**config.mk**
```make
export PLATFORM = sky130hd
export DESIGN_NAME = uart_tx
export DESIGN_NICKNAME = d
export VERILOG_FILES = /design/src/rtl/uart_tx_pkg.sv /design/src/rtl/uart_baud_gen.sv /design/src/rtl/uart_tx.sv
export SDC_FILE = /design/constraint.sdc
export NUM_CORES = 1
export LEC_CHECK = 0
export ABC_AREA = 0
export CORE_MARGIN = 10
export CORE_UTILIZATION = 40
export CTS_CLUSTER_DIAMETER = 30
export CTS_CLUSTER_SIZE = 30
export DETAILED_ROUTE_END_ITERATION = 8
export PLACE_DENSITY_LB_ADDON = 0.3
export RECOVER_POWER = 100
export SLEW_MARGIN = 40
export SYNTH_ARGS = -nofsm -noshare
export SYNTH_HDL_FRONTEND = slang
export SYNTH_SLANG_ARGS = --single-unit
```
**constraint.sdc**
```tcl
create_clock -name clk_i -period 2 [get_ports clk_i]
set_input_delay 0.5 -clock clk_i [delete_from_list [all_inputs] [get_ports clk_i]]
set_output_delay 0.5 -clock clk_i [all_outputs]
set_load 0.01 [all_outputs]
```
**src/rtl/uart_tx_pkg.sv**
```systemverilog
// rtl/uart_tx_pkg.sv - shared FSM encodings, status bit indices and reset divisor for the UART transmitter
package uart_tx_pkg;

    typedef enum logic [1:0] {
        ST_IDLE  = 2'd0,
        ST_START = 2'd1,
        ST_DATA  = 2'd2,
        ST_STOP  = 2'd3
    } uart_state_e;

    // Bit positions of the transmitter flags inside uart_status.
    localparam int STAT_TX_BUSY = 0;
    localparam int STAT_TX_FULL = 1;

    // Reset value of uart_cfg; the register file uses the same constant.
    localparam logic [7:0] UART_DIV_RST = 8'd17;

endpackage

```
**src/rtl/uart_baud_gen.sv**
```systemverilog
// rtl/uart_baud_gen.sv - loadable bit-period down-counter with a per-bit tick
//
// Ports:
//   clk_i   system clock
//   rst_i   synchronous active-high reset
//   load_i  capture div_i as the frame divisor and restart the count
//   div_i   clocks per bit minus 1
//   en_i    count enable (frame in progress)
//   tick_o  high in the last clock of each bit period
module uart_baud_gen #(
    parameter int DIV_W = 8
) (
    input  logic             clk_i,
    input  logic             rst_i,
    input  logic             load_i,
    input  logic [DIV_W-1:0] div_i,
    input  logic             en_i,
    output logic             tick_o
);

    logic [DIV_W-1:0] cnt_q, cnt_d;
    logic [DIV_W-1:0] div_q, div_d;

    // The tick must not depend on load_i: the FSM decides to load from the tick.
    assign tick_o = en_i && (cnt_q == '0);

    always_comb begin
        cnt_d = cnt_q;
        div_d = div_q;
        if (load_i) begin
            div_d = div_i;
            cnt_d = div_i;
        end else if (en_i) begin
            // Reload from the divisor latched for this frame, not from div_i.
            cnt_d = (cnt_q == '0) ? div_q : cnt_q - 1'b1;
        end
    end

    always_ff @(posedge clk_i) begin
        if (rst_i) begin
            cnt_q <= '0;
            div_q <= '0;
        end else begin
            cnt_q <= cnt_d;
            div_q <= div_d;
        end
    end

endmodule

```
**src/rtl/uart_tx.sv**
```systemverilog
// rtl/uart_tx.sv - 8N1 UART serialiser with a one-entry holding buffer
//
// Ports:
//   clk_i         system clock
//   rst_i         synchronous active-high reset
//   send_valid_i  byte offered
//   send_data_i   byte to transmit
//   send_ready_o  holding buffer free
//   baud_div_i    clocks per bit minus 1, sampled at frame start
//   tx_o          serial output, idle high, driven from a flop
//   tx_busy_o     frame in progress
//   tx_full_o     holding buffer occupied
module uart_tx
    import uart_tx_pkg::*;
#(
    parameter int DATA_BITS = 8,
    parameter int STOP_BITS = 1,
    parameter int DIV_W     = 8
) (
    input  logic             clk_i,
    input  logic             rst_i,
    input  logic             send_valid_i,
    input  logic [7:0]       send_data_i,
    output logic             send_ready_o,
    input  logic [DIV_W-1:0] baud_div_i,
    output logic             tx_o,
    output logic             tx_busy_o,
    output logic             tx_full_o
);

    localparam int BW = $clog2(DATA_BITS);
    localparam logic [BW-1:0] LAST_BIT  = BW'(DATA_BITS - 1);
    localparam logic          LAST_STOP = 1'(STOP_BITS - 1);

    uart_state_e          state_q, state_d;
    logic [DATA_BITS-1:0] buf_q, buf_d;
    logic [DATA_BITS-1:0] shift_q, shift_d;
    logic [BW-1:0]        bit_q, bit_d;
    logic                 stop_q, stop_d;
    logic                 full_q, full_d;
    logic                 tx_q, tx_d;
    logic                 drain;
    logic                 load;
    logic                 tick;

    uart_baud_gen #(.DIV_W(DIV_W)) u_baud (
        .clk_i  (clk_i),
        .rst_i  (rst_i),
        .load_i (load),
        .div_i  (baud_div_i),
        .en_i   (tx_busy_o),
        .tick_o (tick)
    );

    assign send_ready_o = ~full_q;
    assign tx_full_o    = full_q;
    assign tx_busy_o    = (state_q != ST_IDLE);
    assign tx_o         = tx_q;

    always_comb begin
        state_d = state_q;
        buf_d   = buf_q;
        shift_d = shift_q;
        bit_d   = bit_q;
        stop_d  = stop_q;
        full_d  = full_q;
        tx_d    = tx_q;
        drain   = 1'b0;
        load    = 1'b0;

        case (state_q)
            ST_IDLE: begin
                tx_d = 1'b1;
                if (full_q) begin
                    drain = 1'b1;
                end
            end
            ST_START: begin
                if (tick) begin
                    state_d = ST_DATA;
                    tx_d    = shift_q[0];
                    shift_d = {1'b0, shift_q[DATA_BITS-1:1]};
                    bit_d   = '0;
                end
            end
            ST_DATA: begin
                if (tick) begin
                    if (bit_q == LAST_BIT) begin
                        state_d = ST_STOP;
                        tx_d    = 1'b1;
                        stop_d  = 1'b0;
                    end else begin
                        bit_d   = bit_q + 1'b1;
                        tx_d    = shift_q[0];
                        shift_d = {1'b0, shift_q[DATA_BITS-1:1]};
                    end
                end
            end
            ST_STOP: begin
                if (tick) begin
                    if (stop_q == LAST_STOP) begin
                        if (full_q) begin
                            drain = 1'b1;
                        end else begin
                            state_d = ST_IDLE;
                        end
                    end else begin
                        stop_d = 1'b1;
                    end
                end
            end
            default: state_d = ST_IDLE;
        endcase

        // Move the held byte into the shifter and open a new frame; from STOP
        // this chains straight into START with no idle bit in between.
        if (drain) begin
            state_d = ST_START;
            tx_d    = 1'b0;
            shift_d = buf_q;
            full_d  = 1'b0;
            bit_d   = '0;
            stop_d  = 1'b0;
            load    = 1'b1;
        end

        // Accept only into an empty buffer, so this never overlaps a drain.
        if (send_valid_i && !full_q) begin
            buf_d  = send_data_i[DATA_BITS-1:0];
            full_d = 1'b1;
        end
    end

    always_ff @(posedge clk_i) begin
        if (rst_i) begin
            state_q <= ST_IDLE;
            buf_q   <= '0;
            shift_q <= '0;
            bit_q   <= '0;
            stop_q  <= 1'b0;
            full_q  <= 1'b0;
            tx_q    <= 1'b1;
        end else begin
            state_q <= state_d;
            buf_q   <= buf_d;
            shift_q <= shift_d;
            bit_q   <= bit_d;
            stop_q  <= stop_d;
            full_q  <= full_d;
            tx_q    <= tx_d;
        end
    end

endmodule

```
Word-level counts from Yosys, hierarchy flattened. Cells that the tools add are included.

Bits in registers: 40. Logic and storage cells: 89.

Add/sub/neg operators: 2. Equality and inequality tests: 18. Multiplexer cells: 37. Bitwise operators: 1. Reductions and logical operators: 21.

Operator list (count): $mux 8 (7); $ne 3x3->1 const B (7); $pmux 8 s2 (1); $mux 1 (15); $ne 2x2->1 const B (7); $reduce_and 7->1 (2); $mux 2 (6); $reduce_and 4->1 (3); $reduce_bool 2->1 (5); $mux 3 (3); $logic_not 8->1 (1); $reduce_bool 4->1 (2); $sub 8x1->8 const B (1); $pmux 2 s3 (1); $pmux 3 s2 (1); $reduce_bool 3->1 (2); $eq 2x2->1 const B (2); $pmux 1 s2 (2); $add 3x1->3 const B (1); $eq 3x3->1 const B (1); $pmux 1 s3 (1); $reduce_and 3->1 (1); $eq 2x1->1 const B (1); $logic_and 1x1->1 (2); 4 further kinds (4).

Logic depth before layout (Yosys ltp). Gate-level depths: netlist of the first run.

Depth in word-level cells: 6. Gate-level depth with buffers: 9. Gate-level depth less buffers: 7.

Hierarchy. From an unflattened synthesis of the first run, not the netlist that was laid out.

Cell total of the unflattened synthesis: 229. Area, all modules: 2090.8 um^2.

By module, submodules not included: uart_tx (times used 1, cells an instance 133, area an instance 1226.2 um^2, sequential area each 460.4 um^2); uart_baud_gen (times used 1, cells an instance 96, area an instance 864.6 um^2, sequential area each 320.3 um^2).

Worst setup path after synthesis of the first run. OpenSTA, ideal clock, no wires.

Path type: reg-to-reg. From: reg state_q[0]. To: reg state_q[1]. Library setup time: 0.065 ns. Data arrival time: 1.975 ns. Required time: 1.935 ns. Path slack: -0.040 ns. Cell stages (with the launch flop): 8. Period minus slack after synthesis: 2.040 ns. Path through: dfxtp_1 inv_1 ha_1 or4b_1 or2_2 a211oi_1 mux2i_1 nor2b_1.

Word-level cells in the longest chain between the ends: 5. Elaborated cells on any way between the ends: 18. Those cells by class: eq/ne: 9; mux: 3; reduce/logical: 6.

RTL lines: from (decl) (line uart_tx.sv:35) `uart_state_e state_q, state_d;`; from (signal assigned) (line uart_tx.sv:144) `state_q <= state_d;`; $reduce_bool 2->1 (line uart_tx.sv:57) `assign tx_busy_o = (state_q != ST_IDLE);`; $logic_and 1x1->1 (line uart_baud_gen.sv:25) `assign tick_o = en_i && (cnt_q == '0);`; $mux 1 (line uart_tx.sv:100) `if (tick) begin`; $pmux 1 s2 (line uart_tx.sv:71) `case (state_q)`; $reduce_or 2->1 (no line).

Parallel ways exist; a longest one is shown, timed or not. A chain may end at the register's enable or synchronous reset.

Worst setup path in the final report of the first run.
From: reg u_baud.cnt_q[2]. To: reg u_baud.div_q[3].

Word-level cells in the longest chain between the ends: 5.

RTL lines: from (decl) (line uart_baud_gen.sv:21) `logic [DIV_W-1:0] cnt_q, cnt_d;`; from (signal assigned) (line uart_baud_gen.sv:44) `cnt_q <= cnt_d;`; $logic_not 8->1 (line uart_baud_gen.sv:25); $logic_and 1x1->1 (line uart_baud_gen.sv:25); $mux 1 (line uart_tx.sv:100); $pmux 1 s2 (line uart_tx.sv:71); $mux 1 (line uart_tx.sv:117) `if (drain) begin`; to (signal assigned) (line uart_baud_gen.sv:45) `div_q <= div_d;`; to (decl) (line uart_baud_gen.sv:22) `logic [DIV_W-1:0] div_q, div_d;`.

Every way passes these cells.

==> out/results.ini, run 1 <==
[floorplanning]
die_h_microns=91.0
coreArea_sq_um=4820
ios=23
start_util_pct=41.8
std_cell_rows=25
die-area_sq_um=8280
die_x_microns=91.0

[outcome]
outcome=finished, final reports clean

[place]
dp.final_hpwl_microns=4070
gp_congestion=0.900
port_buffers=22
pre_cts_slack_ps=-53.3
dpl_cell_area_sq_um=2510

[global_route]
grt_pass1_wl_microns=9290
track_usage_pct=13.1
grt_max_degree=27
grt_pass1_vias=2003
antenna_found_initial=0
overflow=0

[setup_path]
r2r_cells=6
r2r-start=u_baud.cnt_q[2]$_SDFFE_PP0P_
cp-start-kind=flip-flop
path_depth=6
arrival_ps=2180
slowest_stage=or4_4
crit_buf_inv=1
critPathLaunch=u_baud.cnt_q[2]$_SDFFE_PP0P_
path_max_fanout=9
reg2reg_setup_slack_ps=40
r2r-end=u_baud.div_q[3]$_SDFFE_PP0P_
crit_family=simple AND/OR/NAND/NOR gates
max_stage_delay_ps=580
cp.required_ps=2220
critPathKind=flip-flop to flip-flop
end_kind=flip-flop
path_cells=or4_4 > nor4_2 > nand2b_2 > clkbuf_4 > nand2_1 > a21oi_1
endpoint=u_baud.div_q[3]$_SDFFE_PP0P_

[power]
vdd_drop_max_mv=0.612
finalPower_mw=3.73
leakagePower_nw=1.08
powerDensity_nw_per_um2=1360

[logic_synthesis]
synth_top_cell_area_share_pct=38.7
yosys.area.top_type=dfxtp_1
yosys_warnings=0
synth_common_cells=nand2_1 (42), dfxtp_1 (39), a21oi_1 (32), nor2_1 (14)
ys_seq_area_share_pct=38.7
yosysMostFrequentCell=nand2_1
ys_types=47
synth_fp_nets=284
synth_edf_count=0
synthArstFlopShare_pct=0
syn-instance-count=256
ys.flop_type=dfxtp_1
synth_area_leaders=dfxtp_1 (39%), a21oi_1 (7.9%), nand2_1 (7.8%)
synth.avg_cell_area_sq_um=7.87
syn_area_sq_um=2020
ys_ff_latch=39

[min_path]
hp-class=flip-flop to flip-flop

[sta]
whs_ps=458
finalCritPeriodShare_pct=98.0
period_needed_ps=1960
setup_ws_ps=40.1
finalMaxSlewViolations=0
worstMarginPinSlew_ps=414
maxSlewHeadroom_pct=72.3
setup-violations-final=0
fmax_mhz=510
finalHoldViolCount=0
grt_setup_unrepaired=true
fin_setup_tns_ps=0
finClkSkew_ps=9.11

[routing]
drt-initial-drc-count=133
drc=0
wl_per_cell_microns=14.8
viasPerCell=5.43
drt-pass1-iter-count=4
vias=2064
wl_microns=5610
final_antenna_net_count=0

[finish]
drive_gt1_share_pct=21.4
num_antenna_cells=0
seqCellArea_sq_um=785
multi_input_area_sq_um=1170
num-fill-cells=477
final_area_sq_um=2730
areaGrowthSynthToFinish_pct=35.6
nNetsFinal=340

[cts]
numCtsBuffers=5
clock_latency_ps=290
htree_num_levels=2
clk_pin_slew_worst_paths_ps=80
tritoncts=done
clockBufferDepth=2
cts-root-buf=clkbuf_8
postCtsHoldBufs=0
cts_sinks=39

[job]
max-cap-violations=0

==> stage by stage <==
stage | utilization (%) | instances
after CTS | 56.3 | 377
after detailed placement | 52.2 | 365
after global routing | 56.8 | 380
final | 56.8 | 380
after floorplan | - | 256
after global placement | 52.2 | 365
==> routing by layer <==
| metal | global-route usage (%) | share of wire (%) |
|---|---|---|
| met4 | 4.83 | 1.3 |
| met3 | 2.72 | 4.3 |
| met1 | 15.9 | 46 |
| met5 | 0 | 0 |
| met2 | 22.4 | 48 |
==> worst reg2reg max path: stages (launching register included) <==
cell,delay (ps)
dfxtp_1,320
or4_4,580
nor4_2,310
nand2b_2,310
clkbuf_4,190
nand2_1,50
a21oi_1,140
==> cell type report <==
type,count,area share [%]
clock buffer,6,2.65
clock inverter,2,2.20
timing repair buffer,63,19.1
sequential,39,28.7
tap,67,3.07
inverter,10,1.37
multi-input combinational,193,42.9
==> cell usage in the layout (no fill, tap or decap), types with 3 or more instances in the layout <==
cell and n:
clkdlybuf4s50_1 19, dfxtp_2 3, inv_1 7, ha_1 7
nand2_1 42, a21oi_1 32, nor2_1 13, clkbuf_8 5
buf_4 35, o22ai_1 6, o21ai_0 12, nand3_1 9
a31oi_1 4, o211ai_1 4, xor2_1 3, inv_2 3
nor2b_1 3, nor3_1 12, nand2b_1 3, a22oi_1 5
dfxtp_1 36
==> sequential cells by signal (all words and copies together) (netlist names) <==
signal,count
tx_full_o,1
shift_q,8
buf_q,8
state_q,2
bit_q,3
tx_o,1
u_baud.div_q,8
u_baud.cnt_q,8
==> report_power, final <==
| part | switching (mW) | total (mW) | internal, mW | leakage (nW) |
|---|---|---|---|---|
| clock | 0.285 | 0.783 | 0.499 | 0.0654 |
| sequential | 0.0901 | 1.02 | 0.929 | 0.321 |
| combinational | 1.02 | 1.93 | 0.902 | 0.697 |
| total | 1.40 | 3.73 | 2.33 | 1.08 |
==> worst min-delay path by stage <==
stage | startpoint | end | slack, ps | cells after the start
6_report | u_baud.div_q[5]$_SDFFE_PP0P_ | u_baud.div_q[5]$_SDFFE_PP0P_ | 460 | 2
5_1_grt | buf_q[3]$_SDFFE_PP0P_ | buf_q[3]$_SDFFE_PP0P_ | 480 | 2
4_1_cts | u_baud.div_q[5]$_SDFFE_PP0P_ | u_baud.div_q[5]$_SDFFE_PP0P_ | 460 | 2
3_5_place_dp | u_baud.div_q[5]$_SDFFE_PP0P_ | u_baud.div_q[5]$_SDFFE_PP0P_ | 450 | 2
3_3_place_gp | u_baud.div_q[3]$_SDFFE_PP0P_ | u_baud.div_q[3]$_SDFFE_PP0P_ | 440 | 2
2_1_floorplan | u_baud.div_q[5]$_SDFFE_PP0P_ | u_baud.div_q[5]$_SDFFE_PP0P_ | 430 | 2
==> repair_timing <==
action                                  4_1_cts  5_1_grt
setup buffers                                 4        3
pin swaps                                     2        2
endpoints found under the setup margin       21       14
hold endpoints to repair                      0        0
gates resized for setup                      12        4
==> logic make-up (layout without fill, tap and decap cells) <==
kind of cell    after synthesis  count (layout)  share of synthesized area [%]
flops                        39              39                           38.7
simple gates                103             103                           25.3
xor+xnor                      4               4                           1.74
compound gates               76              76                           23.0
buf+inv                      24              81                           5.21
mux                           1               1                          0.497
fa+ha+maj                     9               9                           5.59
No activity file was read; power rests on OpenSTA's default activity.
==> run 2: changes to the inputs <==
--- a/config.mk
+++ b/config.mk
@@ -7,7 +7,7 @@
 export LEC_CHECK = 0
 export ABC_AREA = 0
 export CORE_MARGIN = 10
-export CORE_UTILIZATION = 40
+export CORE_UTILIZATION = 43
 export CTS_CLUSTER_DIAMETER = 30
 export CTS_CLUSTER_SIZE = 30
 export DETAILED_ROUTE_END_ITERATION = 8
==> out/results.ini, run 2 (synthesized netlist as in run 1, its figures left out) <==
[outcome]
outcome=finished, final reports clean  ; unchanged

[sta]
fmax_mhz=508  ; was 510 MHz
period_needed_ps=1970  ; was 1960 ps
setup_ws_ps=31.9  ; was 40.1 ps
whs_ps=455  ; was 458 ps
grt_setup_unrepaired=true  ; unchanged
setup-violations-final=0  ; unchanged
maxSlewHeadroom_pct=77.0  ; was 72.3%
worstMarginPinSlew_ps=341  ; was 414 ps
finalHoldViolCount=0  ; unchanged
finClkSkew_ps=10.6  ; was 9.11 ps
finalCritPeriodShare_pct=98.4  ; was 98.0%
finalMaxSlewViolations=0  ; unchanged

[floorplanning]
start_util_pct=45.4  ; was 41.8%
die-area_sq_um=7830  ; was 8280 sq um
die_x_microns=88.5  ; was 91.0 microns
die_h_microns=88.5  ; was 91.0 microns
std_cell_rows=24  ; was 25
ios=23  ; unchanged
coreArea_sq_um=4440  ; was 4820 sq um

[global_route]
antenna_found_initial=0  ; unchanged
grt_max_degree=14  ; was 27
grt_pass1_wl_microns=9220  ; was 9290 microns
overflow=0  ; unchanged
grt_pass1_vias=1983  ; was 2003
track_usage_pct=14.5  ; was 13.1%

[setup_path]
crit_family=compound AO/OA/AOI/OAI gates  ; was simple AND/OR/NAND/NOR gates
r2r-end=state_q[0]$_SDFFE_PP0P_  ; was u_baud.div_q[3]$_SDFFE_PP0P_
end_kind=flip-flop  ; unchanged
path_cells=inv_4 > ha_4 > nand3b_1 > o41a_1 > buf_6 > nand2_2 > a21oi_1 > a211oi_2  ; was or4_4 > nor4_2 > nand2b_2 > clkbuf_4 > nand2_1 > a21oi_1
reg2reg_setup_slack_ps=30  ; was 40 ps
cp-start-kind=flip-flop  ; unchanged
path_max_fanout=5  ; was 9
arrival_ps=2180  ; about the same
r2r_cells=8  ; was 6
crit_buf_inv=2  ; was 1
slowest_stage=o41a_1  ; was or4_4
max_stage_delay_ps=550  ; was 580 ps
cp.required_ps=2210  ; was 2220 ps
r2r-start=state_q[0]$_SDFFE_PP0P_  ; was u_baud.cnt_q[2]$_SDFFE_PP0P_
critPathKind=flip-flop to flip-flop  ; unchanged

[finish]
final_common_cell=nand2_1  ; unchanged
drive_gt1_share_pct=21.3  ; was 21.4%
num-fill-cells=398  ; was 477
final_area_sq_um=2730  ; about the same
nNetsFinal=337  ; was 340
num_antenna_cells=0  ; unchanged
mostFrequentLayoutCells=nand2_1 (42), dfxtp_1 (37), buf_4 (33), a21oi_1 (32), clkdlybuf4s50_1 (18)  ; was nand2_1 (42), dfxtp_1 (36), buf_4 (35), a21oi_1 (32), clkdlybuf4s50_1 (19)
stdcell_count=362  ; was 380
areaGrowthSynthToFinish_pct=35.4  ; was 35.6%
final_core_util_pct=61.4  ; was 56.8%

[min_path]
hp-class=flip-flop to flip-flop  ; unchanged
hold_path_end=u_baud.div_q[7]$_SDFFE_PP0P_  ; was u_baud.div_q[5]$_SDFFE_PP0P_
worstHoldStart=u_baud.div_q[7]$_SDFFE_PP0P_  ; was u_baud.div_q[5]$_SDFFE_PP0P_
holdPathStages=2  ; unchanged

[routing]
vias=2021  ; was 2064
drt-pass1-iter-count=5  ; was 4
drc=0  ; unchanged
final_antenna_net_count=0  ; unchanged
drt-initial-drc-count=122  ; was 133
viasPerCell=5.58  ; was 5.43
wl_per_cell_microns=14.9  ; was 14.8 microns
wl_microns=5390  ; was 5610 microns

[cts]
cts-root-buf=clkbuf_8  ; unchanged
numCtsBuffers=5  ; unchanged
postCtsHoldBufs=0  ; unchanged
clockBufferDepth=2  ; unchanged
tritoncts=done  ; unchanged
cts_sinks=39  ; unchanged
clock_latency_ps=290  ; about the same
htree_num_levels=2  ; unchanged
clk_pin_slew_worst_paths_ps=80  ; about the same

[place]
dpl_cell_area_sq_um=2530  ; was 2510 sq um
placedCellCount=353  ; was 365
gp_congestion=0.890  ; was 0.900
pre_cts_slack_ps=-62.1  ; was -53.3 ps
dp.final_hpwl_microns=4060  ; was 4070 microns
port_buffers=22  ; unchanged

[power]
vdd_drop_max_mv=0.676  ; was 0.612 mV
leakagePower_nw=1.07  ; was 1.08 nW
powerDensity_nw_per_um2=1320  ; was 1360 nW/um^2

[job]
max-cap-violations=0  ; unchanged

run 2: changes by cell type in the layout (fill, tap and decap cells not counted), moves of 2 or more:
cell	change
clkbuf_2	-2
clkbuf_4	-2
ha_4	+2
clkbuf_8	+2
bufinv_16	-2
buf_4	-2
run 2: final cells by class:
type                    instances  area (sq um)  area share, %
clock buffers                   7          96.3           3.53
well taps                      52          65.1           2.38
clock inverters                 1          7.51          0.275
inverters                      10          40.0           1.47
multi-input cells             193          1220           44.7
repair buffers                 60           517           18.9
flip-flops and latches         39           783           28.7
run 2: worst max-delay path by stage:
| stage | from | to | slack [ps] | depth (start not counted) |
|---|---|---|---|---|
| 2_1_floorplan | state_q[0]$_SDFFE_PP0P_ | state_q[1]$_SDFFE_PP0P_ | 9 | 7 |
| 3_3_place_gp | u_baud.cnt_q[2]$_SDFFE_PP0P_ | state_q[0]$_SDFFE_PP0P_ | -50 | 6 |
| 3_5_place_dp | u_baud.cnt_q[2]$_SDFFE_PP0P_ | shift_q[0]$_SDFFE_PP0P_ | -60 | 5 |
| 4_1_cts | state_q[0]$_SDFFE_PP0P_ | shift_q[0]$_SDFFE_PP0P_ | -1 | 7 |
| 5_1_grt | state_q[1]$_SDFFE_PP0P_ | u_baud.cnt_q[6]$_SDFFE_PP0P_ | -50 | 7 |
| 6_report | state_q[0]$_SDFFE_PP0P_ | state_q[0]$_SDFFE_PP0P_ | 30 | 8 |
run 2: tightest hold or removal path: cells and delay by family (launching register included):
family | cells | cell delay, ps
flops | 1 | 310
simple gates | 1 | 50
compound gates | 1 | 50
run 2: through the flow:
| step | power [mW] | TNS, ps |
|---|---|---|
| after detailed placement | 2.84 | -408 |
| after global routing | 3.88 | -132 |
| after floorplan | 2.16 | 0 |
| after global placement | 2.82 | -278 |
| final | 3.61 | 0 |
| after CTS | 3.47 | -1.14 |
run 2: repair_timing:
action                                  CTS  global route
resized for setup                         7            17
gates cloned                              0             0
endpoints found under the hold margin     0             0
pin swaps                                 1             4
endpoints found under the setup margin   18            26
buffers inserted                          0             1
run 2: report_power, final:
group	internal (mW)	switching (mW)	total, mW	leakage, nW
Combinational	0.954	1.04	1.99	0.696
Clock	0.314	0.281	0.595	0.0505
Sequential	0.929	0.0968	1.03	0.320
Total	2.20	1.41	3.61	1.07
run 2: metal layers:
metal / track usage (%) / vias up / part of all wire [%]
li1: - / 1021 / -
met1: 18.3 / 927 / 47
met2: 22.8 / 56 / 46
met3: 3.22 / 17 / 4.2
met4: 7.34 / 0 / 2.8
met5: 0 / - / 0
